## config.mk

```make
export PLATFORM = sky130hd
export DESIGN_NAME = rv_branch_predict_unit
export DESIGN_NICKNAME = d
export VERILOG_FILES = /design/src/rtl/rv_branch_predict_unit.sv
export SDC_FILE = /design/constraint.sdc
export NUM_CORES = 2
export LEC_CHECK = 0
export CAP_MARGIN = 20
export CORE_ASPECT_RATIO = 1.75
export CORE_MARGIN = 4
export CORE_UTILIZATION = 61
export CTS_CLUSTER_SIZE = 25
export DETAILED_ROUTE_END_ITERATION = 16
export GPL_ROUTABILITY_DRIVEN = 0
export PLACE_DENSITY_LB_ADDON = 0.25
export SLEW_MARGIN = 20
export SYNTH_ARGS = -nofsm -noshare
export SYNTH_HDL_FRONTEND = slang
export SYNTH_SLANG_ARGS = --single-unit
```

## constraint.sdc

```tcl
create_clock -name clk -period 7.4 [get_ports clk]
set_clock_uncertainty 0.05 [all_clocks]
set_input_delay 0.74 -clock clk [delete_from_list [all_inputs] [get_ports clk]]
set_output_delay 0.74 -clock clk [all_outputs]
set_load 0.05 [all_outputs]
```

## src/rtl/rv_branch_predict_unit.sv

```systemverilog
// Branch predictor: direct-mapped BHT/BTB with 2-bit counters, execute-stage branch
// resolution, mispredict detection and saturating event statistics.
module rv_branch_predict_unit #(
    parameter int unsigned XLEN      = 32,
    parameter int unsigned BHT_DEPTH = 16,
    parameter int unsigned STAT_W    = 32
) (
    input  logic              clk,
    input  logic              rst_n,
    input  logic [XLEN-1:0]   fetch_pc,
    output logic              pred_taken,
    output logic [XLEN-1:0]   pred_target,
    input  logic              ex_valid,
    input  logic              branch,
    input  logic              jump,
    input  logic              is_jalr,
    input  logic [2:0]        funct3,
    input  logic [XLEN-1:0]   pc_current,
    input  logic [XLEN-1:0]   rs1_data,
    input  logic [XLEN-1:0]   rs2_data,
    input  logic [XLEN-1:0]   imm,
    input  logic              ex_pred_taken,
    input  logic [XLEN-1:0]   ex_pred_target,
    output logic [XLEN-1:0]   pc_next,
    output logic              pc_taken,
    output logic              mispredict,
    output logic [STAT_W-1:0] stat_branches,
    output logic [STAT_W-1:0] stat_mispredicts
);
    localparam int unsigned IDX_W = $clog2(BHT_DEPTH);
    localparam int unsigned TAG_W = XLEN - IDX_W - 2;
    localparam logic [XLEN-1:0] PC_STEP = XLEN'(4);

    logic              valid_q  [BHT_DEPTH];
    logic [TAG_W-1:0]  tag_q    [BHT_DEPTH];
    logic [XLEN-1:0]   target_q [BHT_DEPTH];
    logic [1:0]        ctr_q    [BHT_DEPTH];
    logic [STAT_W-1:0] stat_br_q, stat_mis_q;

    logic [IDX_W-1:0] f_idx, u_idx;
    logic [TAG_W-1:0] f_tag, u_tag;
    logic             f_hit, u_hit;

    assign f_idx = fetch_pc[IDX_W+1:2];
    assign f_tag = fetch_pc[XLEN-1:IDX_W+2];
    assign u_idx = pc_current[IDX_W+1:2];
    assign u_tag = pc_current[XLEN-1:IDX_W+2];

    // Lookup reads the registered table only, so a same-cycle update is not bypassed.
    assign f_hit       = valid_q[f_idx] && (tag_q[f_idx] == f_tag);
    assign pred_taken  = f_hit && ctr_q[f_idx][1];
    assign pred_target = pred_taken ? target_q[f_idx] : fetch_pc + PC_STEP;

    logic            cond;
    logic            f3_legal;
    logic [XLEN-1:0] target;

    always_comb begin
        cond     = 1'b0;
        f3_legal = 1'b1;
        unique case (funct3)
            3'b000:  cond = (rs1_data == rs2_data);
            3'b001:  cond = (rs1_data != rs2_data);
            3'b100:  cond = ($signed(rs1_data) < $signed(rs2_data));
            3'b101:  cond = ($signed(rs1_data) >= $signed(rs2_data));
            3'b110:  cond = (rs1_data < rs2_data);
            3'b111:  cond = (rs1_data >= rs2_data);
            default: f3_legal = 1'b0;
        endcase
    end

    always_comb begin
        target = pc_current + imm;
        if (is_jalr) begin
            target     = rs1_data + imm;
            target[0]  = 1'b0;
        end
    end

    assign pc_taken   = ex_valid && ((branch && cond) || jump);
    assign pc_next    = pc_taken ? target : pc_current + PC_STEP;
    assign mispredict = ex_valid && ((ex_pred_taken != pc_taken) ||
                                     (pc_taken && (ex_pred_target != pc_next)));

    logic       wr_en;
    logic [1:0] wr_ctr;

    assign u_hit = valid_q[u_idx] && (tag_q[u_idx] == u_tag);

    // JALR targets are data-dependent, so only JAL and conditional branches are installed.
    always_comb begin
        wr_en  = 1'b0;
        wr_ctr = ctr_q[u_idx];
        if (ex_valid) begin
            if (jump) begin
                if (!is_jalr) begin
                    wr_en  = 1'b1;
                    wr_ctr = 2'b11;
                end
            end else if (branch && f3_legal) begin
                wr_en = 1'b1;
                if (!u_hit) begin
                    wr_ctr = pc_taken ? 2'b10 : 2'b01;
                end else if (pc_taken) begin
                    if (ctr_q[u_idx] != 2'b11) wr_ctr = ctr_q[u_idx] + 2'b01;
                end else begin
                    if (ctr_q[u_idx] != 2'b00) wr_ctr = ctr_q[u_idx] - 2'b01;
                end
            end
        end
    end

    always_ff @(posedge clk) begin
        if (!rst_n) begin
            for (int i = 0; i < int'(BHT_DEPTH); i++) begin
                valid_q[i]  <= 1'b0;
                tag_q[i]    <= '0;
                target_q[i] <= '0;
                ctr_q[i]    <= 2'b01;
            end
            stat_br_q  <= '0;
            stat_mis_q <= '0;
        end else begin
            if (wr_en) begin
                valid_q[u_idx]  <= 1'b1;
                tag_q[u_idx]    <= u_tag;
                target_q[u_idx] <= target;
                ctr_q[u_idx]    <= wr_ctr;
            end
            if (ex_valid && (branch || jump) && (stat_br_q != '1)) begin
                stat_br_q <= stat_br_q + 1'b1;
            end
            if (mispredict && (stat_mis_q != '1)) begin
                stat_mis_q <= stat_mis_q + 1'b1;
            end
        end
    end

    assign stat_branches    = stat_br_q;
    assign stat_mispredicts = stat_mis_q;

endmodule

```

Yosys cells after proc, flatten, opt, wreduce, memory -nomap -nowiden
Memory sizes are Yosys's and may differ from the RTL's.
Index checks and enable logic that the tools add are counted.
Storage, ports and cells
  bits in registers: 64
  RAM bits: 976
  output and inout port bits: 131
  word-level logic and storage cells: 87
  memories: 4
Cells by class
  add/subtract/negate cells: 8
  $lt $le $gt $ge: 4
  eq/ne operators: 14
  muxes and demuxes: 34
  reductions and logical operators: 21
Memories
  target_q: words 16, bits a word 32, read ports 1, clocked after Yosys merged registers in 0, write ports 16, RTL line 36  | logic [XLEN-1:0] target_q [BHT_DEPTH];
  tag_q: words 16, bits a word 26, read ports 2, clocked after Yosys merged registers in 0, write ports 16, RTL line 35  | logic [TAG_W-1:0] tag_q [BHT_DEPTH];
  ctr_q: words 16, bits a word 2, read ports 2, clocked after Yosys merged registers in 0, write ports 16, RTL line 37  | logic [1:0] ctr_q [BHT_DEPTH];
  valid_q: words 16, bits a word 1, read ports 2, clocked after Yosys merged registers in 0, write ports 16, RTL line 34  | logic valid_q [BHT_DEPTH];
Operators by type and width (number)
  $mux 32: 4
  $add 32x1->32 const B: 2
  $add 32x3->32 const B: 2
  $add 32x32->32: 2
  $ge 32x32->1: 2
  $lt 32x32->1: 2
  $ne 32x32->1: 2
  $ne 32x32->1 const B: 2
  $eq 26x26->1: 2
  $eq 32x32->1: 1
  $reduce_or 32->1: 1
  $mux 26: 1
  $reduce_or 26->1: 1
  $mux 2: 10
  $mux 4: 4
  $mux 1: 14
  $eq 3x3->1 const B: 4
  $logic_and 1x1->1: 11
  $pmux 1 s6: 1
  $reduce_or 6->1: 1
  $eq 3x1->1 const B: 1
  $logic_not 3->1: 1
  $logic_or 1x1->1: 3
  $add 2x1->2 const B: 1
  other kinds (6): 6

Depth between registers and ports, before layout
  depth after elaboration: 12
  depth in mapped cells: 22
  mapped depth without buffers: 18

Least setup slack after synthesis
No wires, ideal clock.
  kind: input -> output
  start: input fetch_pc[2]
  end: output pred_target[5]
  arrival time: 6363 ps
  required time: 6610 ps
  setup slack: 247 ps
  cell stages on the path: 13
  buffers on the path: 4
  cell sequence: buf_2 -> buf_2 -> buf_2 -> buf_1 -> mux4_2 -> mux4_2 -> xnor2_1 -> nand4_1 -> or4_1 -> nor4_1 -> nand2_1 -> nand3_1 -> o21ai_0
On the way
  word-level cells in the longest chain between the ends: 5
  elaborated cells on any way between the ends: 9
RTL lines
  from (decl): RTL line 10  | input logic [XLEN-1:0] fetch_pc,
  $mem_v2 16x26
  $eq 26x26->1: RTL line 50  | assign f_hit = valid_q[f_idx] && (tag_q[f_idx] == f_tag);
  $logic_and 1x1->1: RTL line 50
  $logic_and 1x1->1 *: RTL line 51  | assign pred_taken = f_hit && ctr_q[f_idx][1];
  net pred_taken: RTL line 11  | output logic pred_taken,
  $mux 32 *: RTL line 52  | assign pred_target = pred_taken ? target_q[f_idx] : fetch_pc + PC_STEP;
  to (decl): RTL line 12  | output logic [XLEN-1:0] pred_target,
Mark *: on every way through the listed nets, which the timed path passes. The rest lies on a longest branch.

Worst setup path in the final report
  start: input pc_current[20]
  end: output mispredict
On the way
  word-level cells in the longest chain between the ends: 7
  elaborated cells on any way between the ends: 8
RTL lines
  from (decl): RTL line 18  | input logic [XLEN-1:0] pc_current,
  $add 32x32->32: RTL line 73  | target = pc_current + imm;
  $mux 32: RTL line 74  | if (is_jalr) begin
  $mux 32 *: RTL line 81  | assign pc_next = pc_taken ? target : pc_current + PC_STEP;
  $ne 32x32->1 *: RTL line 83  | (pc_taken && (ex_pred_target != pc_next)));
  $logic_and 1x1->1 *: RTL line 83
  $logic_or 1x1->1 *: RTL line 82  | assign mispredict = ex_valid && ((ex_pred_taken != pc_taken) ||
  $logic_and 1x1->1 *: RTL line 82
  to (decl): RTL line 26  | output logic mispredict,
Mark *: on every way between the ends. The rest lies on a longest branch, timed or not.

==> flow_summary.json <==
{
  "status": "completed",
  "placementRows": 147,
  "kind_of_end_point_of_the_critical_path": "output port",
  "final_cell_count_no_fill": 5887,
  "multi_input_gate_area_in_the_final_layout_um2": 24800,
  "drt_pre_antenna_iters": 7,
  "fin_area_um2": 64900,
  "fin_crit_ns": 6.98,
  "postCtsHoldBufs": 0,
  "via_count_of_the_first_global_routing_pass": 43300,
  "antenna_violating_nets_post_route": 0,
  "required_ns": 6.61,
  "post-place-ws_ns": 0.647,
  "grt_start_max_net_pins": 109,
  "setup.worst_path.start_class": "primary input",
  "holdWs_ns": 0.411,
  "timing.final.max_slew_violations": 0,
  "cts.path.max_buffers": 3,
  "route.detailed.wl_per_inst_um": 32.8,
  "postCtsResizedCells": 0,
  "ys_seq_area_share_pct": 53.6,
  "critical_path.n_buffers_inverters": 3,
  "timing.max_slew.rel_slack_pct": 15.6,
  "estimated_wirelength_of_the_detail_placed_design_um": 121000,
  "num-nets-final": 4923,
  "setup-violations-final": 0,
  "clock_pin_slew_on_the_worst_setup_and_hold_paths_ns": 0.06,
  "clock_sinks": 1040,
  "max_freq_mhz": 143,
  "async_flop_share_pct": 0,
  "placed_area_um2": 61900,
  "finalWorstSetupSlack_ns": 0.417,
  "timing.critical_path.cells": "clkdlybuf4s50_1 -> ha_1 -> o21ai_0 -> a21oi_1 -> nand4_1 -> a211oi_1 -> or3_1 -> xor2_1 -> mux2i_2 -> a211oi_1 -> a2111oi_0 -> nand4_1 -> nor4_4 -> or2_1 -> inv_2 -> buf_4",
  "initial_utilization_pct": 61.7,
  "most-common-layout-cells": "sky130_fd_sc_hd__edfxtp_1 (960), sky130_fd_sc_hd__nor2_1 (683), sky130_fd_sc_hd__and3_1 (456), sky130_fd_sc_hd__mux4_2 (434), sky130_fd_sc_hd__clkdlybuf4s50_1 (285)",
  "final.period_utilization_pct": 94.4,
  "die-width_um": 239,
  "dpl.cell_count": 5719,
  "drv.max_cap_violation_count": 0,
  "synth_cell_types": 93,
  "final_common_cell": "sky130_fd_sc_hd__edfxtp_1",
  "drc_violation_count_after_routing": 0,
  "post_drt_via_cell_ratio": 7.27,
  "tritoncts": "yes",
  "worst_slew_pin_slew_ns": 1.25,
  "die_area_um2": 98200,
  "filler_cells": 6009,
  "cts-htree-levels": 3,
  "hold_path.class": "flop to flop",
  "via_count": 42800,
  "timing.critical_path.fanout_max": 20,
  "synth-seq-cells": 1040,
  "worst_ir_drop_vdd_mv": 0.225,
  "hold_violations": 0,
  "kind_of_cell_adding_the_most_delay_to_the_critical_path": "compound AO/OA/AOI/OAI gates",
  "io_port_bufs": 332,
  "grt_pass1_wl_um": 278000,
  "finalSetupTns_ns": 0,
  "cts_root_buf": "sky130_fd_sc_hd__clkbuf_16",
  "drive_gt1_share_pct": 18.1,
  "insertedDiodeCount": 0,
  "synthToLayoutAreaGrowth_pct": 14.4,
  "number_of_buffers_added_by_the_clock_tree_synthesis_step": 90,
  "synthCells": 4448,
  "synth_top_cells_by_area": "sky130_fd_sc_hd__edfxtp_1 (51%), sky130_fd_sc_hd__mux4_2 (17%), sky130_fd_sc_hd__and3_1 (5.0%)",
  "syn_area_um2": 56700,
  "postCtsSetupRepairBufs": 0,
  "synth.net_count": 4752,
  "post-synth-top-area-fraction_pct": 50.8,
  "regArea_um2": 30400,
  "post-route-util_pct": 70.6,
  "synth_warn": 0,
  "crit_type": "primary input to output port",
  "globalRouteOverflowTotal": 0,
  "clkLatencyLatePin_ns": 0.72,
  "chipHeight_um": 411,
  "synth-main-ff-cell": "sky130_fd_sc_hd__edfxtp_1",
  "cpMaxStageDelayCell": "sky130_fd_sc_hd__a211oi_1",
  "grt_antenna_before_repair": 1,
  "synthDominantAreaCellType": "sky130_fd_sc_hd__edfxtp_1",
  "fp.coreArea_um2": 92000,
  "first_iter_violations": 6457,
  "pin_count": 333,
  "synthesis.area_per_instance_um2": 12.8,
  "gr-usage-all-layers_pct": 38.9,
  "drt_total_wl_um": 193000,
  "cp_data_arrival_time_ns": 6.19,
  "pwr_density_cell_nw_per_um2": 221,
  "power.total_mw": 14.3,
  "synth_edf_count": 960,
  "leakagePower_nw": 24.0,
  "setup_repair_after_global_routing_missed_its_margin": "false",
  "max_stage_delay_ns": 0.84
}
[layout make-up]
type | count | area share, %
clock buffer | 124 | 3.74
tap | 1192 | 2.30
sequential | 1040 | 46.9
clock inverter | 44 | 0.856
timing repair buffer | 489 | 7.72
inverter | 65 | 0.376
multi-input combinational | 2933 | 38.1
[flip-flops by register name, summed over array words and instances (netlist names)]
name	flops
tag_q	416
stat_branches	32
target_q	512
stat_mispredicts	32
valid_q	16
ctr_q	32
[synthesized netlist by cell type, drive strengths merged (7+ instances only)]
cell type  count
a211oi        18
a21o          24
a21oi        139
a31oi         15
and2          21
and3         456
and4          12
buf           66
clkbuf       344
dfxtp         80
edfxtp       960
ha           100
inv           64
mux2i         28
mux4         434
nand2        236
nand2b        19
nand3         87
nand4         69
nor2         687
nor2b         14
nor3          39
nor4          14
nor4b          8
o2111ai        7
o211ai        21
o21a          13
o21ai        104
o21bai         8
o22ai          7
o311ai        12
o31ai         15
o41ai          8
or3           21
or4           19
xnor2        116
xor2          64
[cells by family after synthesis]
family                   Yosys count  share of synthesized area, %
flip-flops                      1040                          53.6
AO/OA/AOI/OAI                    455                          5.26
buffers and inverters            475                          3.20
AND/OR/NAND/NOR                 1727                          15.0
XOR/XNOR                         181                          2.82
multiplexers                     468                          17.9
adder cells (fa/ha/maj)          102                          2.28
[power by group]
group | internal (mW) | switching (mW) | total, mW
clock | 2.68 | 2.19 | 4.87
combinational | 0.982 | 1.65 | 2.64
sequential | 6.70 | 0.122 | 6.82
total | 10.4 | 3.97 | 14.3
[layer usage]
metal / track usage [%] / wire length, um
met5: 0 / 12
met4: 31.2 / 20200
met3: 9.24 / 24200
met2: 63.3 / 91800
met1: 43.7 / 56600
[tightest hold or removal path, delay by kind of cell, from the launching register on]
family	cells	cell delay, ns
flops	1	0.32
simple gates	2	0.10
[final timing paths]
path | from | to | slack (ns) | cells past startpoint
worst max register to register | tag_q[15][22]$_SDFFCE_PN0P_ | ctr_q[6][0]$_SDFFCE_PN1P_ | 2.94 | 13
worst max-delay path | pc_current[20] | mispredict | 0.42 | 16
worst min register to register | valid_q[10]$_DFF_P_ | valid_q[10]$_DFF_P_ | 0.41 | 2
worst min-delay path | valid_q[10]$_DFF_P_ | valid_q[10]$_DFF_P_ | 0.41 | 2
Note: power is estimated with default switching activity, not from simulation.
